`src/rtl/control_sequencer_pkg.sv`:
```
// rtl/control_sequencer_pkg.sv - opcode map, FSM states, ALU encodings and step-count helpers
package control_sequencer_pkg;

    typedef enum logic [2:0] {
        FETCH_ADDR = 3'd0,
        FETCH_READ = 3'd1,
        EXECUTE    = 3'd2,
        HALT       = 3'd3,
        TRAP       = 3'd4
    } state_t;

    localparam logic [1:0] ALU_ADD = 2'b00;
    localparam logic [1:0] ALU_SUB = 2'b01;
    localparam logic [1:0] ALU_INC = 2'b10;
    localparam logic [1:0] ALU_DEC = 2'b11;

    localparam logic [4:0] OP_NOP     = 5'h00;
    localparam logic [4:0] OP_MOV_A   = 5'h01;
    localparam logic [4:0] OP_MOV_B   = 5'h02;
    localparam logic [4:0] OP_LOAD_A  = 5'h03;
    localparam logic [4:0] OP_LOAD_B  = 5'h04;
    localparam logic [4:0] OP_STORE_A = 5'h05;
    localparam logic [4:0] OP_STORE_B = 5'h06;
    localparam logic [4:0] OP_ADD     = 5'h07;
    localparam logic [4:0] OP_SUB     = 5'h08;
    localparam logic [4:0] OP_OUT_A   = 5'h09;
    localparam logic [4:0] OP_OUT_B   = 5'h0A;
    localparam logic [4:0] OP_INC     = 5'h0B;
    localparam logic [4:0] OP_JZ      = 5'h0C;
    localparam logic [4:0] OP_DEC     = 5'h0D;
    localparam logic [4:0] OP_JMP     = 5'h0E;
    localparam logic [4:0] OP_JC      = 5'h0F;
    localparam logic [4:0] OP_HLT     = 5'h10;
    localparam logic [4:0] OP_JN      = 5'h11;
    localparam logic [4:0] OP_JNZ     = 5'h12;
    localparam logic [4:0] OP_JNC     = 5'h13;
    localparam logic [4:0] OP_UNDEF   = 5'h1F;

    function automatic logic is_defined(input logic [4:0] op);
        return op <= OP_JNC;
    endfunction

    // flags are {n, z, c}
    function automatic logic jump_taken(input logic [4:0] op, input logic [2:0] flags);
        logic t;
        case (op)
            OP_JZ:   t = flags[1];
            OP_JC:   t = flags[0];
            OP_JN:   t = flags[2];
            OP_JNZ:  t = !flags[1];
            OP_JNC:  t = !flags[0];
            default: t = 1'b0;
        endcase
        return t;
    endfunction

    function automatic logic [1:0] op_steps(input logic [4:0] op, input logic taken);
        logic [1:0] n;
        case (op)
            OP_NOP, OP_HLT:                      n = 2'd1;
            OP_LOAD_A, OP_LOAD_B:                n = 2'd3;
            OP_JZ, OP_JC, OP_JN, OP_JNZ, OP_JNC: n = taken ? 2'd2 : 2'd1;
            default:                             n = is_defined(op) ? 2'd2 : 2'd1;
        endcase
        return n;
    endfunction

endpackage

```
`src/rtl/control_sequencer_decode.sv`:
```
// rtl/control_sequencer_decode.sv - combinational strobe and step decode; CONTROL_SEQUENCER_ILLEGAL_TRAP_EN selects trap on undefined opcodes
module control_sequencer_decode
    import control_sequencer_pkg::*;
#(
    parameter int STEP_W       = 2,
    parameter int OPCODE_WIDTH = 5
) (
    input  state_t                  state,
    input  logic [STEP_W-1:0]       step,
    input  logic [OPCODE_WIDTH-1:0] opcode,
    input  logic [2:0]              flags,
    input  logic                    cond_q,
    input  logic                    mem_ready,
    input  logic                    active,
    output logic                    mar_load,
    output logic                    mar_src_pc,
    output logic                    ram_read,
    output logic                    ram_write,
    output logic                    ir_load,
    output logic                    reg_load_a,
    output logic                    reg_enable_a,
    output logic                    reg_load_b,
    output logic                    reg_enable_b,
    output logic                    reg_load_o,
    output logic                    alu_enable,
    output logic [1:0]              alu_op,
    output logic                    out_bus,
    output logic                    pc_inc,
    output logic                    pc_load,
    output logic                    cond_now,
    output logic                    last_step,
    output logic                    step_hold,
    output logic                    halt_req,
    output logic                    trap_req
);

    logic [4:0] op;
    logic       s0, s1, s2;
    logic       cond_eff;

    // Any nonzero bit above bit 4 makes the opcode undefined.
    assign op = ((opcode >> 5) == '0) ? opcode[4:0] : OP_UNDEF;

    assign s0 = (step == '0);
    assign s1 = (step == STEP_W'(1));
    assign s2 = (step == STEP_W'(2));

    // Live flags decide step0; later steps use the value latched at step0.
    assign cond_now  = jump_taken(op, flags);
    assign cond_eff  = s0 ? cond_now : cond_q;
    assign last_step = ({{(8-STEP_W){1'b0}}, step} + 8'd1) == {6'd0, op_steps(op, cond_eff)};
    assign step_hold = (op == OP_LOAD_A || op == OP_LOAD_B) && s1 && !mem_ready;
    assign halt_req  = (op == OP_HLT) && s0;
`ifdef CONTROL_SEQUENCER_ILLEGAL_TRAP_EN
    assign trap_req  = !is_defined(op) && s0;
`else
    assign trap_req  = 1'b0;
`endif

    always_comb begin
        mar_load     = 1'b0;
        mar_src_pc   = 1'b0;
        ram_read     = 1'b0;
        ram_write    = 1'b0;
        ir_load      = 1'b0;
        reg_load_a   = 1'b0;
        reg_enable_a = 1'b0;
        reg_load_b   = 1'b0;
        reg_enable_b = 1'b0;
        reg_load_o   = 1'b0;
        alu_enable   = 1'b0;
        alu_op       = ALU_ADD;
        out_bus      = 1'b0;
        pc_inc       = 1'b0;
        pc_load      = 1'b0;
        if (active) begin
            case (state)
                FETCH_ADDR: begin
                    mar_load   = 1'b1;
                    mar_src_pc = 1'b1;
                end
                FETCH_READ: begin
                    ram_read = 1'b1;
                    ir_load  = mem_ready;
                end
                EXECUTE: begin
                    case (op)
                        OP_NOP: pc_inc = s0;
                        OP_MOV_A: begin
                            out_bus    = s0;
                            reg_load_a = s0;
                            pc_inc     = s1;
                        end
                        OP_MOV_B: begin
                            out_bus    = s0;
                            reg_load_b = s0;
                            pc_inc     = s1;
                        end
                        OP_LOAD_A, OP_LOAD_B: begin
                            out_bus    = s0;
                            mar_load   = s0;
                            ram_read   = s1 || s2;
                            reg_load_a = s2 && (op == OP_LOAD_A);
                            reg_load_b = s2 && (op == OP_LOAD_B);
                            pc_inc     = s2;
                        end
                        OP_STORE_A, OP_STORE_B: begin
                            out_bus      = s0;
                            mar_load     = s0;
                            reg_enable_a = s1 && (op == OP_STORE_A);
                            reg_enable_b = s1 && (op == OP_STORE_B);
                            ram_write    = s1;
                            pc_inc       = s1;
                        end
                        OP_ADD, OP_SUB, OP_INC, OP_DEC: begin
                            alu_enable = s0;
                            reg_load_a = s0;
                            if (s0) begin
                                case (op)
                                    OP_SUB:  alu_op = ALU_SUB;
                                    OP_INC:  alu_op = ALU_INC;
                                    OP_DEC:  alu_op = ALU_DEC;
                                    default: alu_op = ALU_ADD;
                                endcase
                            end
                            pc_inc = s1;
                        end
                        OP_OUT_A: begin
                            reg_enable_a = s0;
                            reg_load_o   = s0;
                            pc_inc       = s1;
                        end
                        OP_OUT_B: begin
                            reg_enable_b = s0;
                            reg_load_o   = s0;
                            pc_inc       = s1;
                        end
                        OP_JMP: begin
                            out_bus = s0;
                            pc_load = s0;
                        end
                        OP_JZ, OP_JC, OP_JN, OP_JNZ, OP_JNC: begin
                            if (cond_eff) begin
                                out_bus = s0;
                                pc_load = s0;
                            end else begin
                                pc_inc = s0;
                            end
                        end
                        OP_HLT: ;
                        default: begin
`ifdef CONTROL_SEQUENCER_ILLEGAL_TRAP_EN
                            pc_inc = 1'b0;
`else
                            pc_inc = s0;
`endif
                        end
                    endcase
                end
                default: ;
            endcase
        end
    end

endmodule

```
`src/rtl/control_sequencer.sv`:
```
// rtl/control_sequencer.sv - fetch/execute control FSM; CONTROL_SEQUENCER_ILLEGAL_TRAP_EN enables the TRAP state
module control_sequencer
    import control_sequencer_pkg::*;
#(
    parameter int MAX_STEPS    = 4,
    parameter int OPCODE_WIDTH = 5
) (
    input  logic                    clk,
    input  logic                    reset,
    input  logic                    run,
    input  logic                    mem_ready,
    input  logic [OPCODE_WIDTH-1:0] opcode,
    input  logic [2:0]              flags,
    output logic                    mar_load,
    output logic                    mar_src_pc,
    output logic                    ram_read,
    output logic                    ram_write,
    output logic                    ir_load,
    output logic                    reg_load_a,
    output logic                    reg_enable_a,
    output logic                    reg_load_b,
    output logic                    reg_enable_b,
    output logic                    reg_load_o,
    output logic                    alu_enable,
    output logic [1:0]              alu_op,
    output logic                    out_bus,
    output logic                    pc_inc,
    output logic                    pc_load,
    output logic                    halted,
    output logic                    trap
);

    localparam int STEP_W = $clog2(MAX_STEPS);

    state_t            state;
    logic [STEP_W-1:0] step;
    logic              cond_q;
    logic              cond_now, last_step, step_hold, halt_req, trap_req;

    control_sequencer_decode #(
        .STEP_W       (STEP_W),
        .OPCODE_WIDTH (OPCODE_WIDTH)
    ) u_decode (
        .state        (state),
        .step         (step),
        .opcode       (opcode),
        .flags        (flags),
        .cond_q       (cond_q),
        .mem_ready    (mem_ready),
        .active       (run && !reset),
        .mar_load     (mar_load),
        .mar_src_pc   (mar_src_pc),
        .ram_read     (ram_read),
        .ram_write    (ram_write),
        .ir_load      (ir_load),
        .reg_load_a   (reg_load_a),
        .reg_enable_a (reg_enable_a),
        .reg_load_b   (reg_load_b),
        .reg_enable_b (reg_enable_b),
        .reg_load_o   (reg_load_o),
        .alu_enable   (alu_enable),
        .alu_op       (alu_op),
        .out_bus      (out_bus),
        .pc_inc       (pc_inc),
        .pc_load      (pc_load),
        .cond_now     (cond_now),
        .last_step    (last_step),
        .step_hold    (step_hold),
        .halt_req     (halt_req),
        .trap_req     (trap_req)
    );

    // HALT and TRAP fall through the default arm: only reset leaves them.
    always_ff @(posedge clk) begin
        if (reset) begin
            state  <= FETCH_ADDR;
            step   <= '0;
            cond_q <= 1'b0;
            halted <= 1'b0;
        end else if (run) begin
            case (state)
                FETCH_ADDR: state <= FETCH_READ;
                FETCH_READ: begin
                    if (mem_ready) begin
                        state <= EXECUTE;
                        step  <= '0;
                    end
                end
                EXECUTE: begin
                    if (step == '0) begin
                        cond_q <= cond_now;
                    end
                    if (halt_req) begin
                        state  <= HALT;
                        halted <= 1'b1;
                    end else if (trap_req) begin
                        state <= TRAP;
                    end else if (!step_hold) begin
                        if (last_step) begin
                            state <= FETCH_ADDR;
                            step  <= '0;
                        end else begin
                            step <= step + STEP_W'(1);
                        end
                    end
                end
                default: ;
            endcase
        end
    end

`ifdef CONTROL_SEQUENCER_ILLEGAL_TRAP_EN
    always_ff @(posedge clk) begin
        if (reset) begin
            trap <= 1'b0;
        end else if (run && state == EXECUTE && trap_req) begin
            trap <= 1'b1;
        end
    end
`else
    assign trap = 1'b0;
`endif

endmodule
```
`config.mk`:
```
export PLATFORM = sky130hd
export DESIGN_NAME = control_sequencer
export DESIGN_NICKNAME = d
export VERILOG_FILES = /design/src/rtl/control_sequencer_pkg.sv /design/src/rtl/control_sequencer_decode.sv /design/src/rtl/control_sequencer.sv
export SDC_FILE = /design/constraint.sdc
export NUM_CORES = 1
export LEC_CHECK = 0
export CAP_MARGIN = 20
export CORE_MARGIN = 2
export CORE_UTILIZATION = 45
export DETAILED_ROUTE_END_ITERATION = 10
export PLACE_DENSITY = 0.8
export SLEW_MARGIN = 20
export SYNTH_ARGS = -nofsm -noshare
export SYNTH_HDL_FRONTEND = slang
export SYNTH_HIERARCHICAL = 1
export SYNTH_SLANG_ARGS = --single-unit
```
`constraint.sdc`:
```
create_clock -name clk -period 4.8 [get_ports clk]
set_input_delay 0.72 -clock clk [delete_from_list [all_inputs] [get_ports clk]]
set_output_delay 0.72 -clock clk [all_outputs]
set_load 0.1 [all_outputs]
```
# Word-level counts from Yosys, hierarchy flattened
# Cells that the tools add are included.
# op_classes
n_lt_le_gt_ge	1
eq_ne	29
reduce_logical	34
mux	62
n_addsub	2
# op_table
op	n
5-bit by 4-bit equality test with 1-bit output (second input constant)	8
1-bit 2-to-1 mux	34
5-bit by 3-bit equality test with 1-bit output (second input constant)	4
5-bit equality test (second input constant)	4
2-bit 2-to-1 mux	10
1-bit one-hot mux with 2 select lines	8
3-bit 2-to-1 mux	4
2-bit one-hot mux with 3 select lines	2
5-bit by 2-bit equality test with 1-bit output (second input constant)	2
5-bit AND reduction	2
10-bit OR reduction	1
2-bit OR reduction	5
5-bit OR reduction	2
3-bit one-hot mux with 3 select lines	1
8-bit by 2-bit equality test with 1-bit output	1
1-bit logical AND	8
4-bit OR reduction	2
7-bit OR reduction	1
2-bit != test (second input constant)	3
3-bit != test (second input constant)	2
5-bit by 1-bit equality test with 1-bit output (second input constant)	1
5-bit <= comparator (second input constant)	1
5-bit zero test	1
1-bit one-hot mux with 5 select lines	1
16 further kinds	20
# word_totals
inputBits	12
elab_cells	132
reg_bits	7
output_inout_bits	18

# Logic depth before layout (Yosys ltp)
# Gate-level depths: netlist of run 1.
# depth
depth_word	10
ltp_mapped	12
ltp_nobuf	12

# Hierarchy
# The synthesis of run 1 kept the hierarchy.
# modules_own_cells
module	area_per_inst_um2	n_inst	cells_per_inst	seq_area_each_um2
control_sequencer_decode	782.0	1	129	0.0
control_sequencer	429.2	1	48	140.1

# Least setup slack after synthesis of run 1
# No wires, ideal clock.
# synth_path
kind	input -> output
startpoint	input port reset
endpoint	output port alu_op[0]
path_stages	7
t_required_ps	4080
arrival_ps	4905
slack_ps	-825
path_buffers	2
path_cell_list	clkbuf_1 -> nor2b_1 -> nand2b_1 -> or3b_1 -> or2_2 -> clkbuf_1 -> nor4_1
# synth_between
elab_chain_len	3
# synth_rtl
item	line	source
start, declared	control_sequencer.sv:9	input logic reset,
1-bit zero test	control_sequencer.sv:50	.active (run && !reset),
1-bit logical AND	control_sequencer.sv:50	
2-bit 2-to-1 mux	control_sequencer_decode.sv:76	if (active) begin
end, declared	control_sequencer.sv:25	output logic [1:0] alu_op,
# Every way passes these cells.

# Worst setup path after layout of run 1
# layout_path
startpoint	input port opcode[1]
endpoint	output port pc_inc
# layout_between
elab_chain_len	7
word_cells_on_any_way	29
cone_classes	eq/ne: 19; mux: 6; reduce/logical: 4
# layout_rtl
item	line	source
start, declared	control_sequencer.sv:12	input logic [OPCODE_WIDTH-1:0] opcode,
5-bit equality test or 5-bit by 4-bit equality test with 1-bit output (tied branches)	control_sequencer_pkg.sv:46, control_sequencer_decode.sv:87	
1-bit one-hot mux with 5 select lines	control_sequencer_pkg.sv:46	case (op)
1-bit 2-to-1 mux	control_sequencer_decode.sv:50	assign cond_eff = s0 ? cond_now : cond_q;
1-bit 2-to-1 mux	control_sequencer_decode.sv:143	if (cond_eff) begin
1-bit one-hot mux with 4 select lines (*)	control_sequencer_decode.sv:87	case (op)
1-bit 2-to-1 mux (*)	control_sequencer_decode.sv:77	case (state)
1-bit 2-to-1 mux (*)	control_sequencer_decode.sv:76	
end, declared	control_sequencer.sv:27	output logic pc_inc,
# Every way passes the cells marked *; elsewhere a longest branch is shown, timed or not.

==> flow_summary.yaml, run 1 <==
setup_path:
  worst-endpoint-required_ns: 4.08
  slowest_delay_ns: 0.79
  r2r_slack_ns: 1.79
  slowest_stage: "clkdlybuf4s50_1"
  crit_fanout: 22
  crit_chain: "clkdlybuf4s50_1 -> nor2_2 -> a21oi_1 -> o32a_1 -> a221o_1 -> a222oi_1 -> nor2_1 -> buf_4"
  worst-path-buf-inv: 2
  critical_path_arrival_ns: 3.36
  crit_family: "compound AO/OA/AOI/OAI gates"
  end_kind: "primary output"
  start_kind: "primary input"
  worstSetupPathType: "in -> out"
clock_network:
  cts_tree: "yes"
  cts_buffers: 3
  cts_setup_buffers: 0
  htree_levels: 1
  cts_resized: 0
  root_buffer: "clkbuf_4"
  cts_sinks: 7
  clkLatencyLatePin_ns: 0.26
  cts_buffer_depth: 2
  cts_hold_buf: 0
  clk_pin_slew_ns: 0.05
yosys:
  synth_top_area_share_pct: 11.6
  synth_top_family_by_area: "simple AND/OR/NAND/NOR gates"
  synth_compound_area_share_pct: 24.9
  syn_inst: 177
  ys_warn_count: 6
  synth_area_sq_um: 1210
  ys_types: 56
  ys_ff_latch: 7
  yosys.area_share.simple_pct: 42.3
  yosysTopAreaCell: "dfxtp_1"
  synth_most_common_cell: "nor2_1"
  synth_fa_ha_area_share_pct: 5.17
  synth_edf_count: 0
  synth_mux_area_share_pct: 3.31
  ys.flop_type: "dfxtp_1"
  avgSynthCellArea_sq_um: 6.84
  postSynth.asyncResetShare_pct: 0
  yosysSeqAreaShare_pct: 11.6
  yosys-top-cells-count: "nor2_1, inv_1, a21oi_1"
  ys_top_cells_by_area: "dfxtp_1, nor2_1, ha_1"
  synthXorXnorAreaFrac_pct: 3.62
  syn-num-nets: 194
flow_run:
  drv_cap: 0
die:
  rows: 18
  start_util_pct: 48.0
  io_pins: 30
  die_y_um: 55.9
  die-area_sq_um: 3120
  die_w_um: 55.9
  core-area_sq_um: 2520
timing:
  slew_violations: 0
  period_needed_ns: 4.08
  worst_slack_ns: 0.717
  fmax_ghz: 0.245
  whs_ns: 0.478
  worst_pin_slew_ns: 0.960
  hold_violations: 0
  fin_crit_sh_pct: 85.1
  finalSetupViolations: 0
  fin_skew_ns: 0.00273
  tns_ns: 0
  relSlewSlack_pct: 35.8
  rsz0062_at_grt: "no"
drt:
  wl_per_cell_um: 14.3
  viasPerCell: 6.11
  dr.pass1.iters: 4
  via_count: 1392
  drt_iter0_drc: 67
  ant_nets: 0
  drt-total-wl_mm: 3.27
  drc_errors: 0
finish:
  drive_gt1_share_pct: 16.2
  utilization_pct: 58.6
  n_antenna_cell: 0
  area_growth_pct: 22.0
  final_nets: 216
power_and_ir_drop:
  vdd_drop_max_uv: 203
  p_per_area_nw_per_um2: 165
  finalPower_mw: 0.244
  p_leak_nw: 0.581
global_routing:
  grt_max_degree: 23
  grt_pass1_vias: 1279
  antenna_found_initial: 0
  grt_usage_pct: 21.1
  grt-ovfl-total: 0
  grt_pass1_wl_mm: 5.51
place:
  dp_slack_ns: 0.620
  dp_hpwl_mm: 2.47
  routabilityCongestion: 0.868
  portBuffers: 28
min_path:
  hold_class: "reg -> reg"
run_status:
  status: "finished, final reports clean"
worst register-to-register path, stage by stage, from the launching register on:
cell and delay [ns]:
dfxtp_1 0.36, inv_1 0.11, ha_1 0.27, inv_1 0.14, a2111oi_0 0.59, a21oi_1 0.13, a21o_1 0.20, a2111oi_2 0.41
nor2b_1 0.22, nor3b_2 0.08, nor4_1 0.30, a211oi_2 0.07
report_power, final:
part	leakage (nW)	internal [mW]	switching [mW]	total [mW]
sequential	0.0569	0.0608	0.00726	0.0681
clock	0.0150	0.0318	0.0233	0.0551
combinational	0.510	0.0458	0.0748	0.121
registers in the layout, summed over array words and instances, names as in the netlist:
name / count
state: 3
step: 2
halted: 1
cond_q: 1
layer usage:
layer	track usage (%)	part of all wire, %
met1	25.2	42
met2	36.9	49
met3	2.79	6.1
met4	10.2	2.3
met5	0	0
stage by stage:
stage                     std cells  area [sq um]
after floorplan                 177          1220
after global placement          224          1450
after detailed placement        224          1450
after CTS                       228          1480
after global routing            228          1480
final                           228          1480
final timing paths:
kind / startpoint / to / cells after the start
min: halted$_SDFFE_PP0P_ / halted$_SDFFE_PP0P_ / 2
max: opcode[1] / pc_inc / 8
min reg2reg: halted$_SDFFE_PP0P_ / halted$_SDFFE_PP0P_ / 2
max reg2reg: step[0]$_SDFFE_PP0P_ / state[1]$_SDFFE_PP0P_ / 11
cell families after synthesis:
family / count (synthesis)
fa+ha+maj: 5
other cells: 2
flops: 7
xor+xnor: 5
mux: 4
simple gates: 87
buf+inv: 25
compound gates: 42
cell type report:
type | count | area [sq um]
clock buffers | 4 | 26.3
repair buffers | 30 | 255
multi-input cells | 145 | 973
flip-flops and latches | 7 | 140
inverters | 12 | 45.0
fillers | 244 | 1040
well taps | 30 | 37.5
cell usage in the layout, fill, tap and decap left out, types with 3 or more instances in the layout:
| cell | instances |
|---|---|
| a21oi_1 | 10 |
| a31oi_1 | 3 |
| and3_1 | 4 |
| buf_4 | 18 |
| clkbuf_4 | 3 |
| clkdlybuf4s50_1 | 12 |
| dfxtp_1 | 7 |
| ha_1 | 5 |
| inv_1 | 11 |
| mux2i_1 | 4 |
| nand2_1 | 9 |
| nand2b_1 | 7 |
| nand3_1 | 7 |
| nor2_1 | 18 |
| nor2b_1 | 8 |
| nor3_1 | 9 |
| nor4_1 | 5 |
| o21ai_0 | 6 |
| xor2_1 | 3 |
Power figures use the tool's default switching activity.
==> run 2, diff against run 1 <==
- CTS_CLUSTER_SIZE: default -> 40
- HOLD_SLACK_MARGIN: default -> 0.05
==> results of run 2 <==
Final layout, timing and power as in run 1 (identical DEF).
==> run 3, diff against run 2 <==
- CTS_CLUSTER_DIAMETER: default -> 60
- SETUP_SLACK_MARGIN: default -> 0.1
==> results of run 3 <==
Final layout, timing and power as in run 1 (identical DEF).
